===== src/rtl/decode_hazard_scoreboard_pkg.sv =====
// Shared decode definitions for the hazard scoreboard: opcode constants, field
// typedefs and the per-opcode source/destination usage rules.
package decode_hazard_scoreboard_pkg;

    typedef logic [4:0]  reg_tag_t;
    typedef logic [31:0] word_t;
    typedef logic [6:0]  opcode_t;

    localparam int NUM_REGS = 32;

    localparam opcode_t OP_REG    = 7'b0110011;
    localparam opcode_t OP_IMM    = 7'b0010011;
    localparam opcode_t OP_LOAD   = 7'b0000011;
    localparam opcode_t OP_STORE  = 7'b0100011;
    localparam opcode_t OP_BRANCH = 7'b1100011;
    localparam opcode_t OP_JAL    = 7'b1101111;
    localparam opcode_t OP_JALR   = 7'b1100111;

    function automatic logic op_reads_rs1(input opcode_t op);
        case (op)
            OP_REG, OP_BRANCH, OP_STORE, OP_IMM, OP_JALR, OP_LOAD: op_reads_rs1 = 1'b1;
            default:                                              op_reads_rs1 = 1'b0;
        endcase
    endfunction

    function automatic logic op_reads_rs2(input opcode_t op);
        case (op)
            OP_REG, OP_BRANCH, OP_STORE: op_reads_rs2 = 1'b1;
            default:                     op_reads_rs2 = 1'b0;
        endcase
    endfunction

    function automatic logic op_writes_rd(input opcode_t op);
        case (op)
            OP_REG, OP_IMM, OP_JAL, OP_JALR, OP_LOAD: op_writes_rd = 1'b1;
            default:                                  op_writes_rd = 1'b0;
        endcase
    endfunction

endpackage


===== src/rtl/decode_hazard_scoreboard_counter.sv =====
// One register's countdown: decrements toward zero, can be raised to a new
// latency (the longer wait wins), and freezes while the pipe is held.
module scoreboard_counter #(
    parameter int CNT_W = 3
) (
    input  logic             clock,
    input  logic             reset_n,
    input  logic             hold,
    input  logic             load,
    input  logic [CNT_W-1:0] load_val,
    output logic [CNT_W-1:0] count
);

    logic [CNT_W-1:0] dec;

    always_comb begin
        dec = (count == '0) ? '0 : count - 1'b1;
    end

    always_ff @(posedge clock) begin
        if (!reset_n) begin
            count <= '0;
        end else if (!hold) begin
            count <= (load && (load_val > dec)) ? load_val : dec;
        end
    end

endmodule


===== src/rtl/decode_hazard_scoreboard.sv =====
// Decode-stage hazard scheduler: stalls the decoder while a source register of
// the instruction in decode still has a non-forwardable producer in flight.
module decode_hazard_scoreboard
    import decode_hazard_scoreboard_pkg::*;
#(
    parameter int ALU_LAT  = 0,
    parameter int LOAD_LAT = 2,
    parameter int CNT_W    = 3
) (
    input  logic        clock,
    input  logic        reset_n,
    input  logic [31:0] line,
    input  logic        line_valid,
    input  logic        ext_stall,
    input  logic        flush,
    output logic        stall,
    output logic        issue,
    output logic [31:0] stall_cycles
);

    if ((ALU_LAT >= (1 << CNT_W)) || (LOAD_LAT >= (1 << CNT_W))) begin : g_lat_check
        $error("ALU_LAT and LOAD_LAT must fit in CNT_W bits");
    end

    localparam logic [CNT_W-1:0] ALU_LAT_C  = CNT_W'(ALU_LAT);
    localparam logic [CNT_W-1:0] LOAD_LAT_C = CNT_W'(LOAD_LAT);

    opcode_t  op;
    reg_tag_t rs1;
    reg_tag_t rs2;
    reg_tag_t rd;
    logic     unused_fields;

    assign op            = line[6:0];
    assign rd            = line[11:7];
    assign rs1           = line[19:15];
    assign rs2           = line[24:20];
    assign unused_fields = ^{line[31:25], line[14:12]};

    // Entry 0 is a constant zero so x0 can never look pending.
    logic [CNT_W-1:0] cnt [NUM_REGS];
    assign cnt[0] = '0;

    logic rs1_busy;
    logic rs2_busy;
    logic hazard;
    logic set_dest;
    logic [CNT_W-1:0] dest_lat;

    always_comb begin
        rs1_busy = op_reads_rs1(op) && (rs1 != '0) && (cnt[rs1] != '0);
        rs2_busy = op_reads_rs2(op) && (rs2 != '0) && (cnt[rs2] != '0);
        hazard   = line_valid && !flush && (rs1_busy || rs2_busy);
        stall    = ext_stall || hazard;
        issue    = line_valid && !stall && !flush;
        set_dest = issue && op_writes_rd(op) && (rd != '0);
        dest_lat = (op == OP_LOAD) ? LOAD_LAT_C : ALU_LAT_C;
    end

    for (genvar r = 1; r < NUM_REGS; r++) begin : g_cnt
        scoreboard_counter #(
            .CNT_W(CNT_W)
        ) u_counter (
            .clock   (clock),
            .reset_n (reset_n),
            .hold    (ext_stall),
            .load    (set_dest && (rd == reg_tag_t'(r))),
            .load_val(dest_lat),
            .count   (cnt[r])
        );
    end

    always_ff @(posedge clock) begin
        if (!reset_n) begin
            stall_cycles <= '0;
        end else if (hazard && !ext_stall && (stall_cycles != 32'hFFFF_FFFF)) begin
            stall_cycles <= stall_cycles + 32'd1;
        end
    end

endmodule


===== config.mk =====
export PLATFORM = sky130hd
export DESIGN_NAME = decode_hazard_scoreboard
export DESIGN_NICKNAME = d
export VERILOG_FILES = /design/src/rtl/decode_hazard_scoreboard_pkg.sv /design/src/rtl/decode_hazard_scoreboard_counter.sv /design/src/rtl/decode_hazard_scoreboard.sv
export SDC_FILE = /design/constraint.sdc
export NUM_CORES = 1
export LEC_CHECK = 0
export BUFFER_PORTS_ARGS = -buffer_cell sky130_fd_sc_hd__buf_2
export CAP_MARGIN = 20
export CELL_PAD_IN_SITES_DETAIL_PLACEMENT = 1
export CELL_PAD_IN_SITES_GLOBAL_PLACEMENT = 1
export CORE_UTILIZATION = 45
export CTS_BUF_LIST = sky130_fd_sc_hd__clkbuf_4 sky130_fd_sc_hd__clkbuf_8
export DETAILED_ROUTE_END_ITERATION = 6
export GPL_TIMING_DRIVEN = 0
export PLACE_DENSITY_LB_ADDON = 0.08
export RECOVER_POWER = 25
export SETUP_SLACK_MARGIN = 0.05
export SYNTH_ARGS = -nofsm -noshare
export SYNTH_HDL_FRONTEND = slang
export SYNTH_SLANG_ARGS = --single-unit

===== constraint.sdc =====
create_clock -name clock -period 7.54 [get_ports clock]
set_input_delay 0 -clock clock [delete_from_list [all_inputs] [get_ports clock]]
set_output_delay 0 -clock clock [all_outputs]
set_load 0.01 [all_outputs]

==> run_summary.xml <==
<?xml version="1.0" encoding="UTF-8"?>
<metrics>
  <group name="cells_and_area">
    <metric name="area_growth_syn_to_layout" unit="%">11.50</metric>
    <metric name="layout.cells.most_common_list" unit="">125 x sky130_fd_sc_hd__dfxtp_1, 110 x sky130_fd_sc_hd__a21oi_1, 106 x sky130_fd_sc_hd__clkbuf_1, 104 x sky130_fd_sc_hd__nand2_1, 93 x sky130_fd_sc_hd__nor2_1</metric>
    <metric name="final_net_count" unit="">1284</metric>
    <metric name="seq_area" unit="um2">2502</metric>
    <metric name="layout_commonest_cell" unit="">sky130_fd_sc_hd__dfxtp_1</metric>
    <metric name="drive_gt1_share" unit="%">8.469</metric>
    <metric name="antenna_cells" unit="">0</metric>
    <metric name="filler_cell_count" unit="">2435</metric>
    <metric name="multi_input_area" unit="um2">5663</metric>
  </group>
  <group name="status">
    <metric name="outcome" unit="">finished clean</metric>
  </group>
  <group name="synth">
    <metric name="synth.avg_cell_area" unit="um2">7.559</metric>
    <metric name="netlist-cell-type-count" unit="">67</metric>
    <metric name="synth_seq_cells" unit="">125</metric>
    <metric name="postSynth.asyncResetShare" unit="%">0</metric>
    <metric name="syn_area" unit="um2">8625</metric>
    <metric name="synth-seq-area-share" unit="%">29.01</metric>
    <metric name="edff_count_synth" unit="">0</metric>
    <metric name="synth_warnings" unit="">0</metric>
    <metric name="ys_dominant_reg_cell" unit="">sky130_fd_sc_hd__dfxtp_1</metric>
    <metric name="mappedNetlistNets" unit="">1210</metric>
    <metric name="synth_cells" unit="">1141</metric>
  </group>
  <group name="timing">
    <metric name="final.setup.worst_slack" unit="ns">3.573</metric>
    <metric name="post-route-min-period" unit="ns">3.967</metric>
    <metric name="clock_skew_after_layout" unit="ns">0.01622</metric>
    <metric name="rsz_0062_raised_after_global_routing" unit="">false</metric>
    <metric name="minimum_hold_slack" unit="ns">0.02969</metric>
    <metric name="setup-violations-final" unit="">0</metric>
    <metric name="final-max-slew-violation-count" unit="">0</metric>
    <metric name="report.final.hold_viol_count" unit="">0</metric>
    <metric name="slew_headroom" unit="%">15.52</metric>
    <metric name="timing.fmax" unit="GHz">0.2521</metric>
    <metric name="final.setup.tns" unit="ns">0</metric>
    <metric name="timing.final.crit_share" unit="%">52.61</metric>
    <metric name="worst_slew_pin_slew" unit="ns">1.264</metric>
  </group>
  <group name="global_route">
    <metric name="overflow" unit="">0</metric>
    <metric name="global_route_wire_length_before_repair" unit="mm">53.70</metric>
    <metric name="grt_pass1_vias" unit="">9328</metric>
    <metric name="grt_use_total" unit="%">36.16</metric>
    <metric name="antenna_found_initial" unit="">0</metric>
    <metric name="grt_max_degree" unit="">33</metric>
  </group>
  <group name="placement">
    <metric name="routabilityCongestion" unit="">0.9668</metric>
    <metric name="place_ws" unit="ns">4.113</metric>
    <metric name="dpl.hpwl" unit="mm">24.66</metric>
    <metric name="port-buffer-count" unit="">54</metric>
  </group>
  <group name="clocking">
    <metric name="cts_inserted_buffers" unit="">17</metric>
    <metric name="clock_tree.buffer_depth" unit="">2</metric>
    <metric name="cts.repair_timing.setup_buffer_count" unit="">0</metric>
    <metric name="number_of_h_tree_levels" unit="">4</metric>
    <metric name="ctsRootBufferMaster" unit="">sky130_fd_sc_hd__clkbuf_8</metric>
    <metric name="clk_pin_slew_worst_paths" unit="ns">0.09</metric>
    <metric name="cts_hold_buf" unit="">0</metric>
    <metric name="clock_insertion_delay_worst_skew" unit="ns">0.48</metric>
    <metric name="post_cts.resized_instances" unit="">0</metric>
    <metric name="sinks_on_the_clock_net" unit="">125</metric>
    <metric name="cts_tree" unit="">done</metric>
  </group>
  <group name="worst_hold_path">
    <metric name="min-delay-path-class" unit="">input port to flop</metric>
    <metric name="hold-path-cell-count" unit="">4</metric>
  </group>
  <group name="worst_setup_path">
    <metric name="timing.critical_path.required" unit="ns">7.54</metric>
    <metric name="setup.worst_path.class" unit="">flop to output port</metric>
    <metric name="endpoint_kind" unit="">output port</metric>
    <metric name="worst_r2r_path_depth" unit="">11</metric>
    <metric name="critical_path_peak_fanout" unit="">10</metric>
    <metric name="critical_path_arrival" unit="ns">3.97</metric>
    <metric name="worst_setup_sp_type" unit="">flop</metric>
  </group>
  <group name="routing">
    <metric name="first_pass_iters" unit="">5</metric>
    <metric name="vias" unit="">9622</metric>
    <metric name="drt_iter0_markers" unit="">820</metric>
    <metric name="drc" unit="">0</metric>
    <metric name="postRouteAntennaNets" unit="">0</metric>
    <metric name="routed_wire_length_per_instance" unit="um">23.84</metric>
    <metric name="detail_route.vias_per_cell" unit="">6.581</metric>
    <metric name="drt_wl_total" unit="mm">34.85</metric>
  </group>
  <group name="floorplanning">
    <metric name="chipWidth" unit="um">140.4</metric>
    <metric name="chipHeight" unit="um">140.4</metric>
    <metric name="num_io_pins" unit="">71</metric>
    <metric name="die-area" unit="um2">19720</metric>
    <metric name="start_util" unit="%">45.95</metric>
    <metric name="core.rowCount" unit="">50</metric>
    <metric name="core_area" unit="um2">18770</metric>
  </group>
  <group name="power_and_ir_drop">
    <metric name="power.leakage" unit="nW">3.259</metric>
    <metric name="peak_ir_drop_on_the_vdd_network" unit="mV">0.1060</metric>
    <metric name="power_density" unit="nW/um2">160.2</metric>
  </group>
  <group name="flow_run">
    <metric name="total_of_max_cap_violations" unit="">0</metric>
  </group>
</metrics>
-- synth_stat cells (19+ instances only) --
cell type                  number  area (um2)
sky130_fd_sc_hd__a21oi_1      110       550.5
sky130_fd_sc_hd__and2_1        21       131.4
sky130_fd_sc_hd__clkbuf_1      73       274.0
sky130_fd_sc_hd__dfxtp_1      125        2502
sky130_fd_sc_hd__ha_1          32       400.4
sky130_fd_sc_hd__inv_1         21       78.83
sky130_fd_sc_hd__nand2_1      104       390.4
sky130_fd_sc_hd__nand2b_1      37       231.5
sky130_fd_sc_hd__nand3_1       31       155.2
sky130_fd_sc_hd__nand4_1       19       118.9
sky130_fd_sc_hd__nor2_1        93       349.1
sky130_fd_sc_hd__nor3_1        59       295.3
sky130_fd_sc_hd__nor3b_1       23       172.7
sky130_fd_sc_hd__o21ai_0       72       360.4
sky130_fd_sc_hd__xnor2_1       21       183.9
-- power by group --
| part | internal [W] | switching [W] | total, W |
|---|---|---|---|
| clock network | 0.000380 | 0.000325 | 0.000704 |
| logic | 0.0000429 | 0.000118 | 0.000161 |
| registers | 0.000665 | 0.00000908 | 0.000674 |
-- routing by layer --
metal	vias up	share of wire, %	global-route usage [%]
met4	0	3.5	14.29
met1	4753	44	48.62
met3	86	7.6	5.333
li1	4415	-	-
met2	368	45	58.18
met5	-	0	0
-- flip-flops by register name (all words and copies together) (netlist names) --
name and count:
g_cnt.u_counter.count 93, stall_cycles 32
-- cell families (layout without fill, tap and decap cells) --
| logic type | after synthesis | count (layout) | synth area share (%) |
|---|---|---|---|
| AOI/OAI and AO/OA | 348 | 348 | 26.55 |
| xor gates and xnor gates | 21 | 21 | 2.133 |
| adders and majority gates | 32 | 32 | 4.642 |
| buffers and inverters | 116 | 203 | 5.324 |
| DFF | 125 | 125 | 29.01 |
| muxes | 21 | 21 | 3.467 |
| and+or+nand+nor | 478 | 478 | 28.87 |
-- metrics by stage --
stage	area, um2	std cells	util [%]	power (W)
2_1_floorplan	8625	1141	-	0.0007757
6_report	9617	1462	51.24	0.001540
3_5_place_dp	9208	1430	49.06	0.0008448
4_1_cts	9657	1462	51.45	0.001534
3_3_place_gp	9188	1429	48.95	0.0008429
5_1_grt	9617	1462	51.24	0.001574
-- worst max-delay path, stage by stage (launching register included) --
cell                       delay [ns]
sky130_fd_sc_hd__dfxtp_1         0.37
sky130_fd_sc_hd__or3_1           0.46
sky130_fd_sc_hd__mux4_2          0.48
sky130_fd_sc_hd__nor2_1          0.15
sky130_fd_sc_hd__a211oi_1        0.08
sky130_fd_sc_hd__o311ai_2        0.57
sky130_fd_sc_hd__and2_1          0.22
sky130_fd_sc_hd__buf_2           0.19
sky130_fd_sc_hd__buf_4           0.27
sky130_fd_sc_hd__buf_2           0.35
sky130_fd_sc_hd__o21ai_0         0.14
sky130_fd_sc_hd__buf_2           0.19
-- worst paths after layout --
path / slack (ns) / startpoint / endpoint
worst max-delay path: 3.57 / g_cnt[6].u_counter.count[0] / stall
worst min-delay path: 0.03 / line[10] / g_cnt[4].u_counter.count[1]
worst max register to register: 4.02 / g_cnt[6].u_counter.count[0] / g_cnt[5].u_counter.count[1]
worst min register to register: 0.49 / stall_cycles[31] / stall_cycles[31]
-- area by class of cell --
type                            count  share of cell area (%)
Inverter                           21                  0.8197
Tap cell                          234                   3.044
Clock inverter                     13                   1.952
Multi-Input combinational cell    900                   58.89
Timing Repair Buffer               55                   2.602
Sequential cell                   125                   26.02
Buffer                             95                   3.955
Clock buffer                       19                   2.719
Note: power is estimated with default switching activity, not from simulation.
